### src/rtl/cw_pkg.sv
// Shared constants, derived widths and FSM encoding for the constant-weight decoder.
// Optional build macro CW_ORDER_CHECK_EN is consumed by cw_decoder_top.
package cw_pkg;

    localparam int POS_W     = 10;
    localparam int U         = 3;
    localparam int MSG_BYTES = 40;

    localparam int Q_W    = POS_W - U;
    localparam int BCNT_W = $clog2(MSG_BYTES + 1);
    localparam int RC_W   = (U > 1) ? $clog2(U) : 1;

    localparam logic [2:0] S_IDLE    = 3'd0;
    localparam logic [2:0] S_WAIT_CW = 3'd1;
    localparam logic [2:0] S_EMIT_Q  = 3'd2;
    localparam logic [2:0] S_EMIT_Z  = 3'd3;
    localparam logic [2:0] S_EMIT_R  = 3'd4;
    localparam logic [2:0] S_FLUSH   = 3'd5;

    // A partial byte keeps its n newest bits in the LSBs; move them to the top, zero below.
    function automatic logic [7:0] pad_byte(input logic [7:0] sr, input logic [2:0] n);
        return sr << (4'd8 - {1'b0, n});
    endfunction

endpackage

### src/rtl/cw_decoder_if.sv
// Codeword-in / message-byte-out channel of the constant-weight decoder.
interface cw_decoder_if;

    logic [cw_pkg::POS_W-1:0] cw_in;
    logic                     cw_wr_en;
    logic                     cw_last;
    logic                     cw_rdy;
    logic [7:0]               msg_byte;
    logic                     msg_vld;

    modport master (
        output cw_in, cw_wr_en, cw_last,
        input  cw_rdy, msg_byte, msg_vld
    );

    modport slave (
        input  cw_in, cw_wr_en, cw_last,
        output cw_rdy, msg_byte, msg_vld
    );

endinterface

### src/rtl/cw_byte_packer.sv
// Serial-to-byte packer: MSB-first shift register, byte strobe, zero-padded flush, byte count.
module cw_byte_packer
    import cw_pkg::*;
(
    input  logic       clk,
    input  logic       rst_b,
    input  logic       clear,
    input  logic       bit_vld,
    input  logic       bit_in,
    input  logic       flush,
    output logic [7:0] msg_byte,
    output logic       msg_vld,
    output logic       full
);

    logic [7:0]        shreg;
    logic [2:0]        bit_cnt;
    logic [BCNT_W-1:0] byte_cnt;
    logic [7:0]        next_sr;

    // NOTE: every signal written in always_comb gets a default first, so no latch can form.
    always_comb begin
        next_sr = {shreg[6:0], bit_in};
    end

    assign full = (byte_cnt == BCNT_W'(MSG_BYTES));

    // NOTE: sequential state uses non-blocking assignments only, so every flop samples pre-edge values.
    always_ff @(posedge clk or negedge rst_b) begin
        if (!rst_b) begin
            shreg    <= '0;
            bit_cnt  <= '0;
            byte_cnt <= '0;
            msg_byte <= '0;
            msg_vld  <= 1'b0;
        end else begin
            msg_vld <= 1'b0;
            if (clear) begin
                shreg    <= '0;
                bit_cnt  <= '0;
                byte_cnt <= '0;
            end else if (bit_vld && !full) begin
                shreg   <= next_sr;
                bit_cnt <= bit_cnt + 3'd1;
                if (bit_cnt == 3'd7) begin
                    msg_byte <= next_sr;
                    msg_vld  <= 1'b1;
                    byte_cnt <= byte_cnt + 1'b1;
                end
            end else if (flush && !full && bit_cnt != 3'd0) begin
                msg_byte <= pad_byte(shreg, bit_cnt);
                msg_vld  <= 1'b1;
                byte_cnt <= byte_cnt + 1'b1;
                bit_cnt  <= '0;
            end
        end
    end

endmodule

### src/rtl/cw_decoder_top.sv
// Constant-weight decoder: sorted positions -> run-length gaps -> unary/U-bit bits -> bytes.
// Define CW_ORDER_CHECK_EN to abort with err on a non-increasing position.
module cw_decoder_top
    import cw_pkg::*;
(
    input  logic         clk,
    input  logic         rst_b,
    input  logic         start,
    cw_decoder_if.slave  cw,
    output logic         msg_done,
    output logic         err
);

    logic [2:0]       state;
    logic [POS_W-1:0] base;
    logic [Q_W-1:0]   q_cnt;
    logic [U-1:0]     r_reg;
    logic [RC_W-1:0]  r_cnt;
    logic             last_q;

    logic [POS_W-1:0] delta;
    logic             accept;
    logic             order_err;
    logic             bit_vld;
    logic             bit_in;
    logic             full;

    assign delta     = cw.cw_in - base;
    assign cw.cw_rdy = (state == S_WAIT_CW) && !full;
    assign accept    = cw.cw_wr_en && cw.cw_rdy;
    assign bit_vld   = (state == S_EMIT_Q) || (state == S_EMIT_Z) || (state == S_EMIT_R);

`ifdef CW_ORDER_CHECK_EN
    assign order_err = (cw.cw_in < base);
`else
    assign order_err = 1'b0;
`endif

    always_comb begin
        bit_in = 1'b0;
        case (state)
            S_EMIT_Q: bit_in = 1'b1;
            S_EMIT_R: bit_in = r_reg[U-1];
            default:  bit_in = 1'b0;
        endcase
    end

    always_ff @(posedge clk or negedge rst_b) begin
        if (!rst_b) begin
            state    <= S_IDLE;
            base     <= '0;
            q_cnt    <= '0;
            r_reg    <= '0;
            r_cnt    <= '0;
            last_q   <= 1'b0;
            msg_done <= 1'b0;
            err      <= 1'b0;
        end else begin
            msg_done <= 1'b0;
            if (start) begin
                state <= S_WAIT_CW;
                base  <= '0;
                err   <= 1'b0;
            end else if (state != S_IDLE && full) begin
                // Byte limit reached: whatever is left of the current symbol is dropped.
                state    <= S_IDLE;
                msg_done <= 1'b1;
            end else begin
                case (state)
                    S_WAIT_CW: begin
                        if (accept) begin
                            if (order_err) begin
                                err      <= 1'b1;
                                msg_done <= 1'b1;
                                state    <= S_IDLE;
                            end else begin
                                base   <= cw.cw_in + 1'b1;
                                q_cnt  <= delta[POS_W-1:U];
                                r_reg  <= delta[U-1:0];
                                last_q <= cw.cw_last;
                                state  <= (delta[POS_W-1:U] == '0) ? S_EMIT_Z : S_EMIT_Q;
                            end
                        end
                    end
                    S_EMIT_Q: begin
                        q_cnt <= q_cnt - 1'b1;
                        if (q_cnt == Q_W'(1)) state <= S_EMIT_Z;
                    end
                    S_EMIT_Z: begin
                        r_cnt <= RC_W'(U - 1);
                        state <= S_EMIT_R;
                    end
                    S_EMIT_R: begin
                        r_reg <= r_reg << 1;
                        r_cnt <= r_cnt - 1'b1;
                        if (r_cnt == '0) state <= last_q ? S_FLUSH : S_WAIT_CW;
                    end
                    S_FLUSH: begin
                        // Codeword ended before the message filled: short message.
                        err      <= 1'b1;
                        msg_done <= 1'b1;
                        state    <= S_IDLE;
                    end
                    default: state <= S_IDLE;
                endcase
            end
        end
    end

    cw_byte_packer u_packer (
        .clk      (clk),
        .rst_b    (rst_b),
        .clear    (start),
        .bit_vld  (bit_vld && !start),
        .bit_in   (bit_in),
        .flush    ((state == S_FLUSH) && !start),
        .msg_byte (cw.msg_byte),
        .msg_vld  (cw.msg_vld),
        .full     (full)
    );

endmodule

### src/flat_wrapper.sv
// flat-port wrapper written by rule: the top's interface ports become plain ports
module cw_decoder_top_flat import cw_pkg::*;
  (clk, rst_b, start, msg_done, err, cw_cw_in, cw_cw_wr_en, cw_cw_last, cw_cw_rdy, cw_msg_byte, cw_msg_vld);
  cw_decoder_if cw_i ();
  input  logic clk;
  input  logic rst_b;
  input  logic start;
  output logic msg_done;
  output logic err;
  input wire logic [$bits(cw_i.cw_in)-1:0] cw_cw_in;
  input wire logic [$bits(cw_i.cw_wr_en)-1:0] cw_cw_wr_en;
  input wire logic [$bits(cw_i.cw_last)-1:0] cw_cw_last;
  output wire logic [$bits(cw_i.cw_rdy)-1:0] cw_cw_rdy;
  output wire logic [$bits(cw_i.msg_byte)-1:0] cw_msg_byte;
  output wire logic [$bits(cw_i.msg_vld)-1:0] cw_msg_vld;
  assign cw_i.cw_in = cw_cw_in;
  assign cw_i.cw_wr_en = cw_cw_wr_en;
  assign cw_i.cw_last = cw_cw_last;
  assign cw_cw_rdy = cw_i.cw_rdy;
  assign cw_msg_byte = cw_i.msg_byte;
  assign cw_msg_vld = cw_i.msg_vld;
  cw_decoder_top u_core (.clk(clk), .rst_b(rst_b), .start(start), .cw(cw_i), .msg_done(msg_done), .err(err));
endmodule
### config.mk
export PLATFORM = sky130hd
export DESIGN_NAME = cw_decoder_top_flat
export DESIGN_NICKNAME = d
export VERILOG_FILES = /design/src/rtl/cw_pkg.sv /design/src/rtl/cw_decoder_if.sv /design/src/rtl/cw_byte_packer.sv /design/src/rtl/cw_decoder_top.sv /design/src/flat_wrapper.sv
export SDC_FILE = /design/constraint.sdc
export NUM_CORES = 1
export LEC_CHECK = 0
export BUFFER_PORTS_ARGS = -buffer_cell sky130_fd_sc_hd__buf_2
export CAP_MARGIN = 20
export CELL_PAD_IN_SITES_DETAIL_PLACEMENT = 0
export CELL_PAD_IN_SITES_GLOBAL_PLACEMENT = 1
export CORE_ASPECT_RATIO = 0.9
export CORE_MARGIN = 2
export CORE_UTILIZATION = 35
export CTS_BUF_LIST = sky130_fd_sc_hd__clkbuf_4 sky130_fd_sc_hd__clkbuf_8 sky130_fd_sc_hd__clkbuf_16
export DETAILED_ROUTE_END_ITERATION = 16
export GPL_TIMING_DRIVEN = 0
export PLACE_DENSITY = 0.75
export SLEW_MARGIN = 5
export SYNTH_ARGS = -nofsm -noshare
export SYNTH_HDL_FRONTEND = slang
export SYNTH_HIERARCHICAL = 1
export SYNTH_SLANG_ARGS = --single-unit
export TNS_END_PERCENT = 20
### constraint.sdc
create_clock -name clk -period 2.4 [get_ports clk]
set_clock_uncertainty 0.05 [all_clocks]
set_input_delay 0.24 -clock clk [delete_from_list [all_inputs] [get_ports clk]]
set_output_delay 0.24 -clock clk [all_outputs]
set_load 0.01 [all_outputs]
# After elaboration in Yosys (flattened, before gate mapping)
# Cells that the tools add are included.
[word_totals]
input_bits = 15
elab_cells = 112
reg_bits = 54
output_inout_bits = 12
[op_classes]
n_eq_ne = 15
mux = 40
shifts = 1
n_reduce_logical = 34
addsub = 7
n_bitwise = 2
[ops]
columns = ["cell", "n"]
rows = [
  ["10-bit 2-to-1 mux", 4],
  ["8-bit 2-to-1 mux", 5],
  ["3-bit 2-to-1 mux", 10],
  ["6-bit 2-to-1 mux", 4],
  ["2-bit nonzero test", 8],
  ["7-bit case mux with 2 select lines", 1],
  ["3-bit case mux with 4 select lines", 1],
  ["3-bit AND reduction", 4],
  ["4-bit AND reduction", 3],
  ["1-bit 2-to-1 mux", 11],
  ["10-bit by 1-bit adder with 10-bit output (second input constant)", 1],
  ["10-bit subtractor", 1],
  ["3-bit equality test (second input constant)", 3],
  ["3-bit nonzero test", 3],
  ["1-bit logical AND", 8],
  ["4-bit inequality test (second input constant)", 2],
  ["8-bit by 4-bit << shifter with 8-bit output", 1],
  ["7-bit by 1-bit equality test with 1-bit output (second input constant)", 1],
  ["7-bit logical NOT", 1],
  ["7-bit 2-to-1 mux", 1],
  ["7-bit by 1-bit subtractor with 7-bit output (second input constant)", 1],
  ["6-bit by 1-bit adder with 6-bit output (second input constant)", 1],
  ["3-bit by 2-bit equality test with 1-bit output (second input constant)", 2],
  ["6-bit equality test (second input constant)", 1],
  ["other kinds (16)", 21],
]

# Logic depth before layout (Yosys ltp)
# Gate-level depths: netlist of the first run.
[depth]
depth_word = 8
depth_mapped = 12
ltp_nobuf = 11

# Modules after synthesis
# The synthesis of the first run kept the hierarchy.
[by_module_without_submodules]
columns = ["module", "n_inst", "area_each_um2", "cells_per_inst"]
rows = [
  ["cw_decoder_top", 1, 2069.5, 245],
  ["cw_byte_packer", 1, 1524.0, 165],
]

# Worst setup path before layout of the first run
# OpenSTA, ideal clock, no wires.
[synth_path]
path_kind = "reg-to-reg"
startpoint = "register u_core.state[2]"
endpoint = "register u_core.u_packer.msg_byte[3]"
t_arrival_ns = 2.424
synth_period_minus_slack_ns = 2.574
setup_time_ns = 0.101
required_time_ns = 2.249
path_slack_ns = -0.174
stages_incl_launch_ff = 11
cell_sequence = "dfrtp_1 buf_2 inv_1 or3_1 a21oi_1 and2_0 clkbuf_1 a41oi_1 or4b_1 buf_2 o311ai_2"
[synth_between]
elab_chain_cells = 7
elab_cells_between_ends = 15
cone_classes = "eq/ne (5); mux (1); reduce/logical (9)"
[synth_rtl]
columns = ["item", "line_no", "source"]
rows = [
  ["start: declaration", "cw_decoder_top.sv:14", "logic [2:0] state;"],
  ["start signal: assignment", "cw_decoder_top.sv:81", "state <= (delta[POS_W-1:U] == '0) ? S_EMIT_Z : S_EMIT_Q;"],
  ["start signal: assignment", "cw_decoder_top.sv:96", "if (r_cnt == '0) state <= last_q ? S_FLUSH : S_WAIT_CW;"],
  ["3-bit by 2-bit equality test with 1-bit output", "cw_decoder_top.sv:31", "assign bit_vld = (state == S_EMIT_Q) || (state == S_EMIT_Z) || (state == S_EMIT_R);"],
  ["1-bit logical OR (2 in a row)", "cw_decoder_top.sv:31", ""],
  ["1-bit logical AND", "cw_decoder_top.sv:114", ".bit_vld (bit_vld && !start),"],
  ["1-bit logical AND", "cw_byte_packer.sv:42", "end else if (bit_vld && !full) begin"],
  ["2-bit by 1-bit inequality test with 1-bit output (no source line) / 2-bit nonzero test (equally long branches)", "n/a", ""],
  ["3-bit AND reduction (no source line)", "n/a", ""],
  ["end signal: assignment", "cw_byte_packer.sv:46", "msg_byte <= next_sr;"],
  ["end signal: assignment", "cw_byte_packer.sv:51", "msg_byte <= pad_byte(shreg, bit_cnt);"],
  ["end: declaration", "cw_byte_packer.sv:11", "output logic [7:0] msg_byte,"],
]
# Several ways; a longest one is shown, not always the timed one.
# A chain may end at the register's enable or synchronous reset.

# Worst setup path in the final report of the first run
[layout_path]
startpoint = "register u_core.state[0]"
endpoint = "register u_core.u_packer.msg_byte[3]"
# The elaborated chain is that of the path after synthesis.

==> results of run 1 <==
-- placed cells by master, fill, tap and decap left out, types with 9 or more instances in the layout --
cell type  count
mux2i_1        9
a31oi_1        9
o21ai_1       13
ha_1          19
xor2_1        10
o21ai_0       14
nand2_1       54
dfrtp_1       52
a21oi_1       23
buf_2         28
nor2_1        35
xnor2_1       10
nand3_1        9
inv_1         28
nor3_1        13
-- worst register-to-register path: cells and delay by family, from the launching register on --
kind	cells	cell delay, ns
buffers and inverters	2	0.29
AO/OA/AOI/OAI	3	0.48
flip-flops	1	0.45
AND/OR/NAND/NOR	3	1.11
-- metal layers --
metal  wire (microns)  GRT usage (%)  up-vias  share of wire [%]
met2             3930           26.5       55                 47
met4               70           4.52        0               0.83
met5                0              0        -                  0
li1                 -              -     1537                  -
met1             4080           21.6     1478                 49
met3              320           2.84        6                3.8
-- worst paths after layout --
path                       slack, ns                                    start                                      end
min in group asynchronous       0.38                                    rst_b  u_core/u_packer/byte_cnt[4]$_DFFE_PN0P_
min                             0.08                               cw_cw_last                u_core/last_q$_DFFE_PN0P_
max in group asynchronous       1.34                                    rst_b              u_core/state[1]$_DFFE_PN0P_
max reg2reg                    -0.06              u_core/state[0]$_DFFE_PN0P_  u_core/u_packer/msg_byte[3]$_DFFE_PN0P_
min reg2reg                     0.44  u_core/u_packer/msg_byte[4]$_DFFE_PN0P_  u_core/u_packer/msg_byte[4]$_DFFE_PN0P_
max                            -0.06              u_core/state[0]$_DFFE_PN0P_  u_core/u_packer/msg_byte[3]$_DFFE_PN0P_
-- final cells by class --
type / count / area [sq um] / area share (%)
Sequential cell: 54 / 1350 / 31.9
Clock buffer: 6 / 139 / 3.27
Tap cell: 129 / 161 / 3.80
Timing Repair Buffer: 34 / 205 / 4.83
Buffer: 14 / 106 / 2.50
Clock inverter: 2 / 17.5 / 0.412
Multi-Input combinational cell: 310 / 2150 / 50.7
Inverter: 30 / 113 / 2.65
-- per-stage QoR --
| stage | hold WS (ns) | cell area [sq um] | setup TNS [ns] | total power [mW] | utilization (%) |
|---|---|---|---|---|---|
| CTS | 0.0795 | 4160 | -0.543 | 2.55 | 41.1 |
| global placement | 0.388 | 3930 | -4.95 | 1.73 | 38.8 |
| detailed placement | 0.187 | 3950 | -6.04 | 1.74 | 39.0 |
| global route | 0.102 | 4250 | -0.442 | 2.68 | 42.0 |
| floorplan | -0.106 | 3630 | -0.0178 | 1.56 | - |
| finish | 0.0829 | 4250 | -0.0696 | 2.52 | 42.0 |
-- kinds of logic (layout without fill, tap and decap cells) --
group,count (synthesis),count (layout),synth area share (%)
compound gates,110,110,21.7
flops,54,54,37.6
mux,10,10,3.13
xor+xnor,20,20,4.87
simple gates,150,150,20.1
fa+ha+maj,20,20,7.17
buf+inv,46,86,5.43
-- power by group through the flow --
stage	clock network [mW]	registers [mW]	logic, mW
after floorplan	0	1.10	0.461
after global placement	0	1.12	0.607
after detailed placement	0	1.12	0.621
after CTS	0.808	1.11	0.631
after global routing	0.834	1.14	0.715
final	0.772	1.11	0.640
-- repair_timing --
action / CTS / global route
endpoints found under the hold margin: 18 / 0
hold buffers: 1 / 0
buffers inserted: 4 / 2
pin swaps: 4 / 10
endpoints found under the setup margin: 28 / 32
gates cloned: 0 / 0
gates resized for setup: 5 / 23
==> flow_summary_export.csv, run 1 <==
group,metric,value,unit
placed_design,place_ws,-0.345,ns
placed_design,dp.cells,566,
power,ir_worst_vdd,0.342,mV
final_layout,syn2layout_area_growth,18.2,%
logic_synthesis,netlist_area,3590,sq um
sta,max_freq,0.406,GHz
logic_synthesis,synth-seq-cells,54,
final_layout,nNetsFinal,484,
placed_design,dp_hpwl,6210,microns
worst_setup_path,crit_chain,"buf_8, or3_4, a21oi_4, and2_4, a41oi_2, or4b_1, buf_6, o311ai_4",
drt,via_count,3076,
final_layout,drive_gt1_share,18.7,%
logic_synthesis,synth_edf_count,0,
sta,rsz0062_at_grt,"yes",
power,seqPwrFrac,44.0,%
logic_synthesis,synthArstFlopShare,100,%
final_layout,reg.largest.list,"u_core/base x10, u_core/u_packer/msg_byte x8, u_core/u_packer/shreg x8",
logic_synthesis,yosysWarnings,6,
worst_setup_path,endpoint_kind,"register",
power,internal_power,1.70,mW
final_layout,n_antenna_cell,0,
clock_tree,ctsHtreeMaxLevel,2,
drt,drtAntennaViolNets,0,
worst_setup_path,cp_slowest_cell,"or4b_1",
clock_tree,cts_buffer_depth,2,
die,ios,27,
die,die_w,111,microns
sta,final_max_slew_viol_count,0,
worst_hold_path,hold_depth,3,
clock_tree,cts_buffers,5,
clock_tree,cts_sinks,54,
logic_synthesis,syn_inst,410,
die,row_count,35,
drt,vias_per_cell,5.31,
sta,layout_min_cycle_time,2.46,ns
sta,max_slew.worst_pin.slew,0.635,ns
drt,drt_iter0_markers,146,
sta,setup_viol,4,
power,combPwrFrac,25.4,%
logic_synthesis,synth_commonest_cells,"54 x dfrtp_1, 54 x nand2_1, 36 x nor2_1",
logic_synthesis,avgSynthCellArea,8.76,sq um
logic_synthesis,synth_flop_cell,"dfrtp_1",
logic_synthesis,synth_nets,445,
final_layout,largest_reg_flops,10,
sta,fin_ws,-0.0625,ns
placed_design,gp_congestion,0.824,
global_route,antenna_found_initial,0,
worst_setup_path,critPathMaxStageDelay,0.55,ns
worst_hold_path,hp-class,"input pin to register",
run_status,status,"finished, violations left",
die,core_area,10100,sq um
power,leakage,1.78,nW
worst_setup_path,cp.buffers_inverters,2,
run_status,violations,"setup timing",
global_route,grt_max_degree,37,
logic_synthesis,yosys.cell_types.count,64,
sta,period_share,103,%
clock_tree,path_clk_slew,0.08,ns
global_route,grt_pass1_vias,3025,
power,power.density,594,nW/um^2
clock_tree,clk_latency,0.30,ns
placed_design,port_buffers,26,
final_layout,largest_register,"u_core/base",
power,clkPwrFrac,30.6,%
die,initial_core_util,35.5,%
clock_tree,clockRootBuffer,"clkbuf_16",
job,max_cap_violations,0,
final_layout,fillCellCount,985,
die,die_area,11100,sq um
die,die_h,100,microns
worst_setup_path,crit_arrival,2.62,ns
worst_setup_path,cp_top_family,"simple AND/OR/NAND/NOR gates",
logic_synthesis,synth_top_area_cell,"dfrtp_1",
power,p_sw,0.817,mW
power,netSwitchingFraction,32.4,%
worst_setup_path,startpoint_type,"register",
logic_synthesis,synthTopCellsByArea,"dfrtp_1 38%, ha_1 6.6%, nand2_1 5.6%, nor2_1 3.8%, a21oi_1 3.5%",
logic_synthesis,ys_seq_area_share,37.6,%
drt,drt-pass1-iter-count,4,
global_route,grt_first_pass_wirelength,14600,microns
worst_setup_path,path_class,"register to register",
drt,wl_per_cell,14.5,microns
drt,drt-total-wl,8410,microns
final_layout,layout.cells.non_filler,579,
drt,drc,0,
worst_setup_path,path_depth,8,
global_route,grt.total_usage,15.9,%
global_route,overflow,0,
logic_synthesis,synth_top_area_share,37.6,%
worst_setup_path,worstPathRequired,2.56,ns
sta,finalHoldViolCount,0,
sta,max_slew_margin,57.7,%
clock_tree,cts_tree,"built",
worst_setup_path,critPathMaxFanout,6,
worst_setup_path,ff2ff_path_depth,8,
Note: power is estimated with default switching activity, not from simulation.
==> run 2: changes to the inputs <==
--- a/config.mk
+++ b/config.mk
@@ -12,7 +12,7 @@
 export CORE_ASPECT_RATIO = 0.9
 export CORE_MARGIN = 2
 export CORE_UTILIZATION = 35
-export CTS_BUF_LIST = sky130_fd_sc_hd__clkbuf_4 sky130_fd_sc_hd__clkbuf_8 sky130_fd_sc_hd__clkbuf_16
+export CTS_BUF_LIST = sky130_fd_sc_hd__clkbuf_8
 export DETAILED_ROUTE_END_ITERATION = 16
 export GPL_TIMING_DRIVEN = 0
 export PLACE_DENSITY = 0.75
==> flow_summary_export.csv, run 2 (same netlist as run 1, synthesis figures left out) <==
group,metric,value,unit
sta,period_share,103,%
final_layout,fin_area,4200,sq um
global_route,antenna_found_initial,0,
placed_design,port_buffers,26,
worst_setup_path,path_class,"register to register",
sta,rsz0062_at_grt,"yes",
die,die_area,11100,sq um
sta,max_slew_margin,55.8,%
final_layout,final_cell_mix,"54 x nand2_1, 53 x dfrtp_1, 35 x nor2_1",
global_route,overflow,0,
die,ios,27,
drt,via_count,3088,
clock_tree,cts_buffer_depth,2,
power,netSwitchingFraction,34.4,%
final_layout,nNetsFinal,484,
die,initial_core_util,35.5,%
placed_design,dp_hpwl,6210,microns
placed_design,place_area,3950,sq um
final_layout,largest_reg_flops,10,
worst_setup_path,crit_arrival,2.66,ns
drt,drtAntennaViolNets,0,
sta,layout_min_cycle_time,2.47,ns
final_layout,syn2layout_area_growth,16.7,%
final_layout,fillCellCount,1001,
power,leakage,1.76,nW
global_route,grt_pass1_vias,3009,
global_route,grt.total_usage,16.0,%
power,seqPwrFrac,47.9,%
sta,setup_tns,-0.0972,ns
drt,drt-pass1-iter-count,4,
clock_tree,path_clk_slew,0.11,ns
worst_hold_path,hold_depth,3,
die,die_h,100,microns
final_layout,n_antenna_cell,0,
worst_setup_path,startpoint_type,"register",
sta,fin_ws,-0.0679,ns
final_layout,regArea,1350,sq um
power,ir_worst_vdd,0.282,mV
worst_setup_path,worstPathRequired,2.59,ns
die,row_count,35,
worst_setup_path,critPathMaxStageDelay,0.56,ns
final_layout,drive_gt1_share,18.7,%
power,power.density,554,nW/um^2
worst_setup_path,endpoint_kind,"register",
final_layout,largest_register,"u_core/base",
drt,drt-total-wl,8510,microns
final_layout,multi_input_area,2160,sq um
worst_hold_path,hp-class,"input pin to register",
global_route,grt_max_degree,37,
power,clkPwrFrac,24.5,%
placed_design,gp_congestion,0.824,
final_layout,reg.largest.list,"u_core/base x10, u_core/u_packer/msg_byte x8, u_core/u_packer/shreg x8",
clock_tree,clk_latency,0.32,ns
sta,max_freq,0.405,GHz
clock_tree,cts_buffers,5,
clock_tree,ctsHtreeMaxLevel,2,
drt,drc,0,
power,combPwrFrac,27.6,%
final_layout,final_common_cell,"nand2_1",
worst_setup_path,ff2ff_path_depth,8,
clock_tree,cts_tree,"built",
sta,setup_viol,6,
sta,final_max_slew_viol_count,0,
clock_tree,clockRootBuffer,"clkbuf_8",
drt,drt_iter0_markers,127,
final_layout,final_util,41.5,%
drt,vias_per_cell,5.33,
sta,finalHoldViolCount,0,
clock_tree,cts_sinks,54,
power,internal_power,1.52,mW
power,p_sw,0.800,mW
worst_setup_path,crit_chain,"buf_8, or3_4, a21oi_4, and2_4, a41oi_2, or4b_1, buf_6, o311ai_4",
global_route,grt_first_pass_wirelength,14600,microns
run_status,status,"finished, violations left",
worst_setup_path,critPathMaxFanout,6,
worst_setup_path,cp_slowest_cell,"or4b_1",
die,core_area,10100,sq um
sta,max_slew.worst_pin.slew,0.663,ns
die,die_w,111,microns
job,max_cap_violations,0,
run_status,violations,"setup timing",
drt,wl_per_cell,14.7,microns
-- run 2: cell type report --
class | count | share of cell area (%)
Clock inverter | 2 | 0.418
Clock buffer | 6 | 1.97
Tap cell | 129 | 3.85
Sequential cell | 54 | 32.2
Multi-Input combinational cell | 310 | 51.4
Buffer | 14 | 2.54
Timing Repair Buffer | 34 | 4.89
Inverter | 30 | 2.68
-- run 2: metal layers --
metal | vias up | wire length, microns | track usage (%)
met5 | - | 0 | 0
met2 | 50 | 3950 | 26.4
met4 | 0 | 103 | 5.29
met1 | 1489 | 4240 | 21.7
li1 | 1539 | - | -
met3 | 10 | 220 | 2.66
-- run 2: per-stage QoR --
step	power (mW)	worst slack, ns	hold WS, ns	std cells
after global routing	2.48	-0.113	0.0649	579
after floorplan	1.56	-0.0178	-0.106	410
final	2.32	-0.0679	0.0544	579
after detailed placement	1.74	-0.345	0.187	566
after CTS	2.34	-0.120	0.0434	576
after global placement	1.73	-0.285	0.388	565
-- run 2: repair_timing --
item / 4_1_cts / 5_1_grt
gates resized for setup: 5 / 23
pin swaps: 4 / 10
hold endpoints to repair: 18 / 0
endpoints found under the setup margin: 28 / 33
hold buffers: 1 / 0
setup buffers: 2 / 4
gates cloned: 0 / 0
-- run 2: worst paths after layout --
| path | startpoint | end | slack, ns |
|---|---|---|---|
| setup / recovery | u_core/state[0]$_DFFE_PN0P_ | u_core/u_packer/msg_byte[3]$_DFFE_PN0P_ | -0.07 |
| hold / removal | cw_cw_last | u_core/last_q$_DFFE_PN0P_ | 0.05 |
| setup reg to reg | u_core/state[0]$_DFFE_PN0P_ | u_core/u_packer/msg_byte[3]$_DFFE_PN0P_ | -0.07 |
| hold reg to reg | u_core/base[8]$_DFFE_PN0P_ | u_core/base[8]$_DFFE_PN0P_ | 0.45 |
| max in group asynchronous | rst_b | u_core/state[0]$_DFFE_PN0P_ | 1.37 |
| min in group asynchronous | rst_b | u_core/u_packer/byte_cnt[4]$_DFFE_PN0P_ | 0.34 |
-- run 2: power groups by stage --
stage	clock, mW	combinational, mW	sequential (mW)
2_1_floorplan	0	0.461	1.10
3_3_place_gp	0	0.607	1.12
3_5_place_dp	0	0.621	1.12
4_1_cts	0.605	0.627	1.11
5_1_grt	0.633	0.715	1.14
6_report	0.570	0.641	1.11
-- run 2: critical path, delay by kind of cell (launching register included) --
kind | cells | cell delay, ns
AOI/OAI and AO/OA | 3 | 0.46
buffers and inverters | 2 | 0.29
and+or+nand+nor | 3 | 1.13
DFF | 1 | 0.46
